**config.mk**
```make
export PLATFORM = sky130hd
export DESIGN_NAME = ddr4_ba_dly_step_ctrl_flat
export DESIGN_NICKNAME = d
export VERILOG_FILES = /design/src/rtl/ddr4_phy_dly_pkg.sv /design/src/rtl/ddr4_ba_dly_step_ctrl_if.sv /design/src/rtl/ddr4_dly_tap_cnt.sv /design/src/rtl/ddr4_ba_dly_step_ctrl.sv /design/src/flat_wrapper.sv
export SDC_FILE = /design/constraint.sdc
export NUM_CORES = 1
export LEC_CHECK = 0
export CAP_MARGIN = 30
export CORE_MARGIN = 1
export CORE_UTILIZATION = 55
export DETAILED_ROUTE_END_ITERATION = 16
export PLACE_DENSITY = 0.79
export SYNTH_ARGS = -nofsm -noshare
export SYNTH_HDL_FRONTEND = slang
export SYNTH_SLANG_ARGS = --single-unit
```
**constraint.sdc**
```tcl
create_clock -name fab_clk -period 3.4 [get_ports fab_clk]
set_clock_uncertainty 0.15 [all_clocks]
set_input_delay 0.51 -clock fab_clk [delete_from_list [all_inputs] [get_ports fab_clk]]
set_output_delay 0.51 -clock fab_clk [all_outputs]
set_load 0.05 [all_outputs]
```
**src/rtl/ddr4_phy_dly_pkg.sv**
```systemverilog
// Shared types and constants for the DDR4 PHY delay-line step controllers.
package ddr4_phy_dly_pkg;

  localparam int unsigned TAP_W       = 8;
  localparam int unsigned STEP_W      = 8;
  localparam int unsigned GAP_W       = 4;
  localparam int unsigned TAP_DEFAULT = 1;
  localparam int unsigned TAP_MAX     = 255;

  typedef enum logic [2:0] {
    StIdle,
    StSetup,
    StPulse,
    StLoad,
    StGap,
    StDone
  } dly_state_e;

endpackage

```
**src/rtl/ddr4_ba_dly_step_ctrl_if.sv**
```systemverilog
// Step-request handshake and status bus between a requester and the step controller.
interface ddr4_ba_dly_step_ctrl_if;
  import ddr4_phy_dly_pkg::*;

  logic              req_valid;
  logic              req_ready;
  logic              req_lane;
  logic              req_dir;
  logic              req_load;
  logic [STEP_W-1:0] req_steps;
  logic              done;
  logic              status_oor;
  logic [TAP_W-1:0]  tap_0;
  logic [TAP_W-1:0]  tap_1;

  modport master (
    output req_valid, req_lane, req_dir, req_load, req_steps,
    input  req_ready, done, status_oor, tap_0, tap_1
  );

  modport slave (
    input  req_valid, req_lane, req_dir, req_load, req_steps,
    output req_ready, done, status_oor, tap_0, tap_1
  );

endinterface

```
**src/rtl/ddr4_dly_tap_cnt.sv**
```systemverilog
// Per-lane tap tracker: load to default, saturating increment/decrement.
module ddr4_dly_tap_cnt #(
  parameter int unsigned TapDefault = 1,
  parameter int unsigned TapMax     = 255
) (
  input  logic                              clk,
  input  logic                              arst,
  input  logic                              load,
  input  logic                              inc,
  input  logic                              dec,
  output logic [ddr4_phy_dly_pkg::TAP_W-1:0] tap
);
  import ddr4_phy_dly_pkg::*;

  localparam logic [TAP_W-1:0] DefV = TapDefault[TAP_W-1:0];
  localparam logic [TAP_W-1:0] MaxV = TapMax[TAP_W-1:0];

  // Tap count register; load wins over stepping.
  always_ff @(posedge clk or posedge arst) begin
    if (arst) begin
      tap <= DefV;
    end else if (load) begin
      tap <= DefV;
    end else if (inc && (tap != MaxV)) begin
      tap <= tap + 1'b1;
    end else if (dec && (tap != '0)) begin
      tap <= tap - 1'b1;
    end
  end

endmodule

```
**src/rtl/ddr4_ba_dly_step_ctrl.sv**
```systemverilog
// Steps or reloads the BA0/BA1 IOD delay lines one tap at a time with a settle gap.
module ddr4_ba_dly_step_ctrl #(
  parameter int unsigned SETTLE_CYCLES = 3,
  parameter int unsigned TAP_DEFAULT   = ddr4_phy_dly_pkg::TAP_DEFAULT,
  parameter int unsigned TAP_MAX       = ddr4_phy_dly_pkg::TAP_MAX
) (
  input  logic                          fab_clk,
  input  logic                          arst,
  ddr4_ba_dly_step_ctrl_if.slave        bus,
  output logic                          delay_line_move_0,
  output logic                          delay_line_move_1,
  output logic                          delay_line_direction_0,
  output logic                          delay_line_direction_1,
  output logic                          delay_line_load_0,
  output logic                          delay_line_load_1,
  input  logic                          delay_line_out_of_range_0,
  input  logic                          delay_line_out_of_range_1
);
  import ddr4_phy_dly_pkg::*;

  localparam logic [TAP_W-1:0] TapMaxV  = TAP_MAX[TAP_W-1:0];
  localparam int unsigned      GapInitI = SETTLE_CYCLES - 1;
  localparam logic [GAP_W-1:0] GapInit  = GapInitI[GAP_W-1:0];

  dly_state_e        state_q, state_d;
  logic              lane_q, lane_d, dir_q, dir_d, oor_q, oor_d;
  logic [STEP_W-1:0] steps_q, steps_d;
  logic [GAP_W-1:0]  gap_q, gap_d;
  logic              init_q;
  logic [1:0]        move_q, load_q, dl_dir_q;
  logic              done_q, status_q;
  logic [TAP_W-1:0]  tap_0, tap_1, cur_tap;
  logic              ready, at_bound, sel_oor;
  logic [1:0]        lane_sel, tap_load, tap_inc, tap_dec;

  // init_q holds ready low until the first clock edge after reset release.
  assign ready    = init_q && (state_q == StIdle);
  assign cur_tap  = lane_q ? tap_1 : tap_0;
  assign at_bound = dir_q ? (cur_tap == TapMaxV) : (cur_tap == '0);
  assign sel_oor  = lane_q ? delay_line_out_of_range_1 : delay_line_out_of_range_0;
  assign lane_sel = lane_q ? 2'b10 : 2'b01;
  assign tap_load = (state_q == StLoad) ? lane_sel : 2'b00;
  assign tap_inc  = ((state_q == StPulse) && dir_q) ? lane_sel : 2'b00;
  assign tap_dec  = ((state_q == StPulse) && !dir_q) ? lane_sel : 2'b00;

  // FSM state register.
  always_ff @(posedge fab_clk or posedge arst) begin
    if (arst) state_q <= StIdle;
    else      state_q <= state_d;
  end

  // Next state and request bookkeeping.
  always_comb begin
    state_d = state_q;
    lane_d  = lane_q;
    dir_d   = dir_q;
    oor_d   = oor_q;
    steps_d = steps_q;
    gap_d   = gap_q;
    unique case (state_q)
      StIdle: begin
        if (ready && bus.req_valid) begin
          lane_d  = bus.req_lane;
          dir_d   = bus.req_dir;
          oor_d   = 1'b0;
          steps_d = bus.req_load ? '0 : bus.req_steps;
          if (bus.req_load)             state_d = StLoad;
          else if (bus.req_steps == '0) state_d = StDone;
          else                          state_d = StSetup;
        end
      end
      StSetup: begin
        if (at_bound) begin
          state_d = StDone;
          oor_d   = 1'b1;
        end else begin
          state_d = StPulse;
        end
      end
      StPulse: begin
        state_d = StGap;
        steps_d = steps_q - 1'b1;
        gap_d   = GapInit;
      end
      StLoad: begin
        state_d = StGap;
        gap_d   = GapInit;
      end
      StGap: begin
        if (gap_q != '0) begin
          gap_d = gap_q - 1'b1;
        end else if (sel_oor) begin
          state_d = StDone;
          oor_d   = 1'b1;
        end else if (steps_q != '0) begin
          // Boundary check precedes every pulse, not just the first.
          if (at_bound) begin
            state_d = StDone;
            oor_d   = 1'b1;
          end else begin
            state_d = StPulse;
          end
        end else begin
          state_d = StDone;
        end
      end
      StDone:  state_d = StIdle;
      default: state_d = StIdle;
    endcase
  end

  // Request fields and step/gap counters.
  always_ff @(posedge fab_clk or posedge arst) begin
    if (arst) begin
      lane_q  <= 1'b0;
      dir_q   <= 1'b0;
      oor_q   <= 1'b0;
      steps_q <= '0;
      gap_q   <= '0;
    end else begin
      lane_q  <= lane_d;
      dir_q   <= dir_d;
      oor_q   <= oor_d;
      steps_q <= steps_d;
      gap_q   <= gap_d;
    end
  end

  // Registered delay-line controls and completion status.
  always_ff @(posedge fab_clk or posedge arst) begin
    if (arst) begin
      init_q   <= 1'b0;
      move_q   <= 2'b00;
      load_q   <= 2'b00;
      dl_dir_q <= 2'b00;
      done_q   <= 1'b0;
      status_q <= 1'b0;
    end else begin
      init_q   <= 1'b1;
      move_q   <= tap_inc | tap_dec;
      load_q   <= tap_load;
      if (state_q == StSetup) dl_dir_q[lane_q] <= dir_q;
      done_q   <= (state_q == StDone);
      status_q <= (state_q == StDone) && oor_q;
    end
  end

  ddr4_dly_tap_cnt #(
    .TapDefault (TAP_DEFAULT),
    .TapMax     (TAP_MAX)
  ) u_tap_0 (
    .clk  (fab_clk),
    .arst (arst),
    .load (tap_load[0]),
    .inc  (tap_inc[0]),
    .dec  (tap_dec[0]),
    .tap  (tap_0)
  );

  ddr4_dly_tap_cnt #(
    .TapDefault (TAP_DEFAULT),
    .TapMax     (TAP_MAX)
  ) u_tap_1 (
    .clk  (fab_clk),
    .arst (arst),
    .load (tap_load[1]),
    .inc  (tap_inc[1]),
    .dec  (tap_dec[1]),
    .tap  (tap_1)
  );

  assign bus.req_ready           = ready;
  assign bus.done                = done_q;
  assign bus.status_oor          = status_q;
  assign bus.tap_0               = tap_0;
  assign bus.tap_1               = tap_1;
  assign delay_line_move_0       = move_q[0];
  assign delay_line_move_1       = move_q[1];
  assign delay_line_load_0       = load_q[0];
  assign delay_line_load_1       = load_q[1];
  assign delay_line_direction_0  = dl_dir_q[0];
  assign delay_line_direction_1  = dl_dir_q[1];

endmodule

```
**src/flat_wrapper.sv**
```systemverilog
// flat-port wrapper written by rule: the top's interface ports become plain ports
module ddr4_ba_dly_step_ctrl_flat import ddr4_phy_dly_pkg::*;
#(
  parameter int unsigned SETTLE_CYCLES = 3,
  parameter int unsigned TAP_DEFAULT   = ddr4_phy_dly_pkg::TAP_DEFAULT,
  parameter int unsigned TAP_MAX       = ddr4_phy_dly_pkg::TAP_MAX
)
  (fab_clk, arst, delay_line_move_0, delay_line_move_1, delay_line_direction_0, delay_line_direction_1, delay_line_load_0, delay_line_load_1, delay_line_out_of_range_0, delay_line_out_of_range_1, bus_req_valid, bus_req_lane, bus_req_dir, bus_req_load, bus_req_steps, bus_req_ready, bus_done, bus_status_oor, bus_tap_0, bus_tap_1);
  ddr4_ba_dly_step_ctrl_if bus_i ();
  input  logic fab_clk;
  input  logic arst;
  output logic delay_line_move_0;
  output logic delay_line_move_1;
  output logic delay_line_direction_0;
  output logic delay_line_direction_1;
  output logic delay_line_load_0;
  output logic delay_line_load_1;
  input  logic delay_line_out_of_range_0;
  input  logic delay_line_out_of_range_1;
  input wire logic [$bits(bus_i.req_valid)-1:0] bus_req_valid;
  input wire logic [$bits(bus_i.req_lane)-1:0] bus_req_lane;
  input wire logic [$bits(bus_i.req_dir)-1:0] bus_req_dir;
  input wire logic [$bits(bus_i.req_load)-1:0] bus_req_load;
  input wire logic [$bits(bus_i.req_steps)-1:0] bus_req_steps;
  output wire logic [$bits(bus_i.req_ready)-1:0] bus_req_ready;
  output wire logic [$bits(bus_i.done)-1:0] bus_done;
  output wire logic [$bits(bus_i.status_oor)-1:0] bus_status_oor;
  output wire logic [$bits(bus_i.tap_0)-1:0] bus_tap_0;
  output wire logic [$bits(bus_i.tap_1)-1:0] bus_tap_1;
  assign bus_i.req_valid = bus_req_valid;
  assign bus_i.req_lane = bus_req_lane;
  assign bus_i.req_dir = bus_req_dir;
  assign bus_i.req_load = bus_req_load;
  assign bus_i.req_steps = bus_req_steps;
  assign bus_req_ready = bus_i.req_ready;
  assign bus_done = bus_i.done;
  assign bus_status_oor = bus_i.status_oor;
  assign bus_tap_0 = bus_i.tap_0;
  assign bus_tap_1 = bus_i.tap_1;
  ddr4_ba_dly_step_ctrl #(.SETTLE_CYCLES(SETTLE_CYCLES), .TAP_DEFAULT(TAP_DEFAULT), .TAP_MAX(TAP_MAX)) u_core (.fab_clk(fab_clk), .arst(arst), .bus(bus_i), .delay_line_move_0(delay_line_move_0), .delay_line_move_1(delay_line_move_1), .delay_line_direction_0(delay_line_direction_0), .delay_line_direction_1(delay_line_direction_1), .delay_line_load_0(delay_line_load_0), .delay_line_load_1(delay_line_load_1), .delay_line_out_of_range_0(delay_line_out_of_range_0), .delay_line_out_of_range_1(delay_line_out_of_range_1));
endmodule
```
* After elaboration in Yosys (flattened, before gate mapping)
Index checks and enable logic that the tools add are counted.
Operators by class: add/subtract/negate cells 6, magnitude comparators 2, equal/unequal tests 12, muxes and demuxes 35, bitwise operators 1, reduce and logical (&&, ||, !) cells 29
Operators by type and width (number):
- $mux 8 | 9
- $reduce_bool 8->1 | 3
- $sub 8x1->8 const B | 3
- $mux 3 | 7
- $add 8x1->8 const B | 2
- $logic_not 8->1 | 2
- $ne 8x8->1 const B | 2
- $pmux 8 s2 | 1
- $pmux 3 s4 | 1
- $logic_and 1x1->1 | 10
- $reduce_bool 3->1 | 3
- $eq 8x8->1 const B | 1
- $mux 1 | 8
- $mux 2 | 4
- $pmux 4 s2 | 1
- $reduce_and 2->1 | 4
- $eq 3x2->1 const B | 2
- $eq 3x3->1 const B | 2
- $mux 4 | 1
- $ne 2x2->1 const B | 2
- $reduce_and 4->1 | 1
- $reduce_bool 2->1 | 2
- $reduce_bool 4->1 | 1
- $sub 4x1->4 const B | 1
- other kinds (12) | 12
Word-level totals: bits in registers 43, bits of input ports 16, output and inout bits 25, word-level logic and storage cells 99

* Depth between registers and ports, before layout
word-level depth 8, gate-level depth with buffers 11, depth with buffers taken out 10

* Cells and area by module
From an unflattened synthesis, not the netlist that was laid out.
Second synthesis, totals: cell total of the unflattened synthesis 308, area, all modules 2841.5 sq um
By module, submodules not included:
- ddr4_ba_dly_step_ctrl | times used 1, cells each 168, area each 1524.0 sq um, seq. area each 675.6 sq um
- ddr4_dly_tap_cnt at u_core.u_tap_0 | times used 1, cells each 70, area each 659.4 sq um, seq. area each 201.4 sq um
- ddr4_dly_tap_cnt at u_core.u_tap_1 | times used 1, cells each 70, area each 658.1 sq um, seq. area each 201.4 sq um

* Worst setup path before layout
No wires, ideal clock.
path type register -> register, from register u_core.u_tap_0.tap[0] in the netlist's numbering, to register u_core.u_tap_0.tap[6] in the netlist's numbering, library setup time 0.079 ns, arrival time 2.852 ns, required time 3.171 ns, path slack 0.319 ns, stages on the path, launching flop included 9, path buffers 0, period minus slack after synthesis 3.081 ns, cells stage by stage dfstp_2 > nand4_1 > o211ai_2 > ha_1 > nor2b_1 > o31a_1 > or4_1 > a32o_1 > a21oi_1
On the way: longest elaborated chain between the ends 4
RTL lines:
- start, declared | line ddr4_dly_tap_cnt.sv:11 | output logic [ddr4_phy_dly_pkg::TAP_W-1:0] tap
- start signal, assigned | line ddr4_dly_tap_cnt.sv:21 | tap <= DefV;
- start signal, assigned | line ddr4_dly_tap_cnt.sv:23 | tap <= DefV;
- start signal, assigned | line ddr4_dly_tap_cnt.sv:25 | tap <= tap + 1'b1;
- $sub 8x1->8 or $ne 8x8->1 (tied branches) | line ddr4_dly_tap_cnt.sv:27, ddr4_dly_tap_cnt.sv:24
- $mux 8 or $logic_and 1x1->1 (tied branches) | line ddr4_dly_tap_cnt.sv:26, ddr4_dly_tap_cnt.sv:24
- $mux 8 | line ddr4_dly_tap_cnt.sv:24 | end else if (inc && (tap != MaxV)) begin
- $mux 8 | line ddr4_dly_tap_cnt.sv:22 | end else if (load) begin
Several ways; a longest one is shown, not always the timed one. The select of a mux whose other input is x is not followed. A chain may end at the register's enable or synchronous reset.

* Final worst setup path
from register u_core.state_q[1], to register u_core.u_tap_1.tap[6] in the netlist's numbering
On the way: longest elaborated chain between the ends 6
RTL lines:
- start, declared | line ddr4_ba_dly_step_ctrl.sv:25 | dly_state_e state_q, state_d;
- start signal, assigned | line ddr4_ba_dly_step_ctrl.sv:48 | if (arst) state_q <= StIdle;
- start signal, assigned | line ddr4_ba_dly_step_ctrl.sv:49 | else state_q <= state_d;
- $eq 3x2->1 | line ddr4_ba_dly_step_ctrl.sv:43, ddr4_ba_dly_step_ctrl.sv:44
- $logic_and 1x1->1 | line ddr4_ba_dly_step_ctrl.sv:43 | assign tap_inc = ((state_q == StPulse) && dir_q) ? lane_sel : 2'b00;
- $mux 2 | line ddr4_ba_dly_step_ctrl.sv:43
- $logic_and 1x1->1 | line ddr4_dly_tap_cnt.sv:24
- $mux 8 | line ddr4_dly_tap_cnt.sv:24
- $mux 8 | line ddr4_dly_tap_cnt.sv:22
- end signal, assigned | line ddr4_dly_tap_cnt.sv:21
- end signal, assigned | line ddr4_dly_tap_cnt.sv:23
- end signal, assigned | line ddr4_dly_tap_cnt.sv:25
- end, declared | line ddr4_dly_tap_cnt.sv:11
Several ways; a longest one is shown, not always the timed one.

==> flow_summary.ini <==
[floorplan]
rows = 25
core_region_area_mm2 = 0.00482
dieArea_mm2 = 0.00538
fp.dieW_um = 73.3
io_pins = 41
fp.dieH_um = 73.3
start_util_pct = 58.1

[yosys]
netlist_instances = 302
synth_area_per_cell_um2 = 9.27
ys_top_cells_by_area = dfrtp_1 37%, ha_1 6.7%, nand2_1 3.9%
post_synth_num_cell_types = 64
synth_area_mm2 = 0.00280
ys_seq_elements = 43
yosys_warnings = 0
seq_area_frac_synth_pct = 38.5
post-synth-top-count-cell = dfrtp_1
syn_nets = 335
async_flop_share_pct = 100
synth_edf_count = 0
synth-main-ff-cell = dfrtp_1
yosys.area.top_type = dfrtp_1
synth_top_area_share_pct = 36.7
synth_commonest_cells = 41 x dfrtp_1, 29 x nand2_1, 23 x nor2_1, 19 x inv_1, 18 x a21oi_1

[clocking]
clkSinkCount = 43
cts_setup_buffers = 0
holdBufCountCts = 0
cts_tree = yes
clock_insertion_delay_worst_skew_ps = 300
cts_buffer_depth = 2
post_cts_resized = 0
root_buffer = clkbuf_8
cts.htree.levels = 2
clk_pin_slew_ps = 80
cts_buffers = 5

[global_routing]
grt_pass1_vias = 2272
antenna_found_initial = 0
grt_pass1_wl_um = 10500
overflow = 0
grt_max_degree = 44
grt_usage_pct = 25.5

[critical_path]
slowest_stage = dfrtp_1
end_kind = register
timing.rr.start = u_core.state_q[1]$_DFFE_PP0P_
reg2regPathDepth = 9
crit_fanout = 13
cp.arrival_ps = 3090
required_ps = 3430
path_class = register to register
worstSetupStartpoint = u_core.state_q[1]$_DFFE_PP0P_
start_kind = register
slowest_delay_ps = 540
cp_cell_sequence = or3b_1 -> nor2_8 -> o211ai_4 -> ha_1 -> nor2b_1 -> o31a_1 -> o21a_1 -> or3_1 -> a31o_2

[route]
post-route-drc-count = 0
ant_nets = 0
drt-total-wl_um = 6180
vias_per_cell = 5.90
drt_iter0_markers = 155
routedWlPerCell_um = 14.9
drt_pass1_iterations = 4
route.vias.total = 2441

[power]
power.share.combinational_pct = 60.4
power_frac_seq_pct = 30.1
p_int_mw = 1.66
leakagePower_nw = 1.44
p_sw_mw = 1.61
p_sw_share_pct = 49.1
p_per_area_mw_per_mm2 = 974
clockPowerShare_pct = 9.5
irDropWorstVdd_mv = 0.616

[run_status]
status = finished clean

[cells_and_area]
nFillCells = 426
antenna_cells = 0
final_nets = 379
postLayoutCellArea_mm2 = 0.00335
syn_to_final_growth_pct = 19.8
final_layout_size_suffix_gt1_share_pct = 8.93

[timing]
hold_viol = 0
final.min_clock_period_ps = 3060
rsz0062_at_grt = no
min_period_over_period_pct = 89.9
setup_tns_ps = 0
tightest_slew_ps = 674
setup_viol = 0
slew-limit-headroom_pct = 55.0
report.final.slew_viol_count = 0
max_freq_ghz = 0.327
setup_slack_ps = 344

[placement]
routabilityCongestion = 0.843
post-place-ws_ps = 369
port_buffers = 40
placed_area_mm2 = 0.00327
post-dp-hpwl_um = 4700

[worst_hold_path]
worst_hold_path.num_cells = 2
hold_start = u_core.dl_dir_q[1]$_DFFE_PP0P_
hold_class = register to register

[flow_run]
drv_cap = 0
## metal layers
layer | routed length (um) | vias to the layer above | global-route usage (%)
li1 | - | 1200 | -
met1 | 2910 | 1193 | 34.2
met2 | 2990 | 43 | 40.8
met3 | 222 | 5 | 6.45
met4 | 55 | 0 | 7.69
met5 | 0 | - | 0
## final timing paths
check / to / slack (ps)
setup / recovery: u_core.u_tap_1.tap[6]$_DFFE_PP0P_ / 340
hold / removal: u_core.dl_dir_q[1]$_DFFE_PP0P_ / 350
setup reg to reg: u_core.u_tap_1.tap[6]$_DFFE_PP0P_ / 340
hold reg to reg: u_core.dl_dir_q[1]$_DFFE_PP0P_ / 350
max in group asynchronous: u_core.u_tap_1.tap[0]$_DFFE_PP1P_ / 2210
min in group asynchronous: u_core.u_tap_0.tap[1]$_DFFE_PP0P_ / 520
## kinds of logic after synthesis
kind of cell / count (synthesis) / synth area share, %
buffers and inverters: 28 / 4.38
and+or+nand+nor: 120 / 24.2
muxes: 6 / 2.32
adders and majority gates: 17 / 8.14
AOI/OAI and AO/OA: 78 / 19.4
DFF: 43 / 38.5
xor gates and xnor gates: 9 / 2.82
other: 1 / 0.134
## state kept, by name, indices dropped and copies added, names as in the netlist, 2 cells and up
name,flops
u_core.gap_q,4
u_core.state_q,3
u_core.steps_q,8
u_core.u_tap_0.tap,8
u_core.load_q,2
u_core.u_tap_1.tap,8
u_core.dl_dir_q,2
u_core.move_q,2
## power by group through the flow
stage	sequential, mW	clock (mW)	combinational, mW
2_1_floorplan	1.25	0	1.20
4_1_cts	0.980	0.319	1.98
3_5_place_dp	0.989	0	1.97
3_3_place_gp	0.982	0	1.92
5_1_grt	1.02	0.344	2.17
6_report	0.984	0.311	1.97
## placed cells by master (no fill, tap or decap), types with 7 or more instances in the layout
| cell | count |
|---|---|
| nand3_1 | 15 |
| nand2_1 | 29 |
| a21oi_1 | 18 |
| or4_1 | 7 |
| inv_1 | 19 |
| dfrtp_1 | 41 |
| ha_1 | 15 |
| o21ai_0 | 17 |
| nor2_1 | 23 |
| clkdlybuf4s50_1 | 40 |
| nor3_1 | 9 |
## metrics by stage
step,instances,util (%),hold WS [ps],total power [mW]
6_report,414,69.6,349,3.27
3_5_place_dp,406,67.9,337,2.96
3_3_place_gp,406,67.9,322,2.90
4_1_cts,414,69.6,356,3.28
5_1_grt,414,69.6,386,3.53
2_1_floorplan,302,-,303,2.45
## layout make-up
type / count / area (um2) / area share [%]
repair buffers: 45 / 438 / 13.1
clock inverters: 1 / 5.00 / 0.149
multi-input cells: 231 / 1600 / 47.6
well taps: 67 / 83.8 / 2.50
clock buffers: 7 / 76.3 / 2.28
flip-flops and latches: 43 / 1080 / 32.2
inverters: 20 / 75.1 / 2.24
## worst max-delay path, delay by kind of cell (launching register included)
family          cells  cell delay, ps
simple gates        4            1080
compound gates      4             810
flops               1             540
fa+ha+maj           1             360
Note: power is estimated with default switching activity, not from simulation.
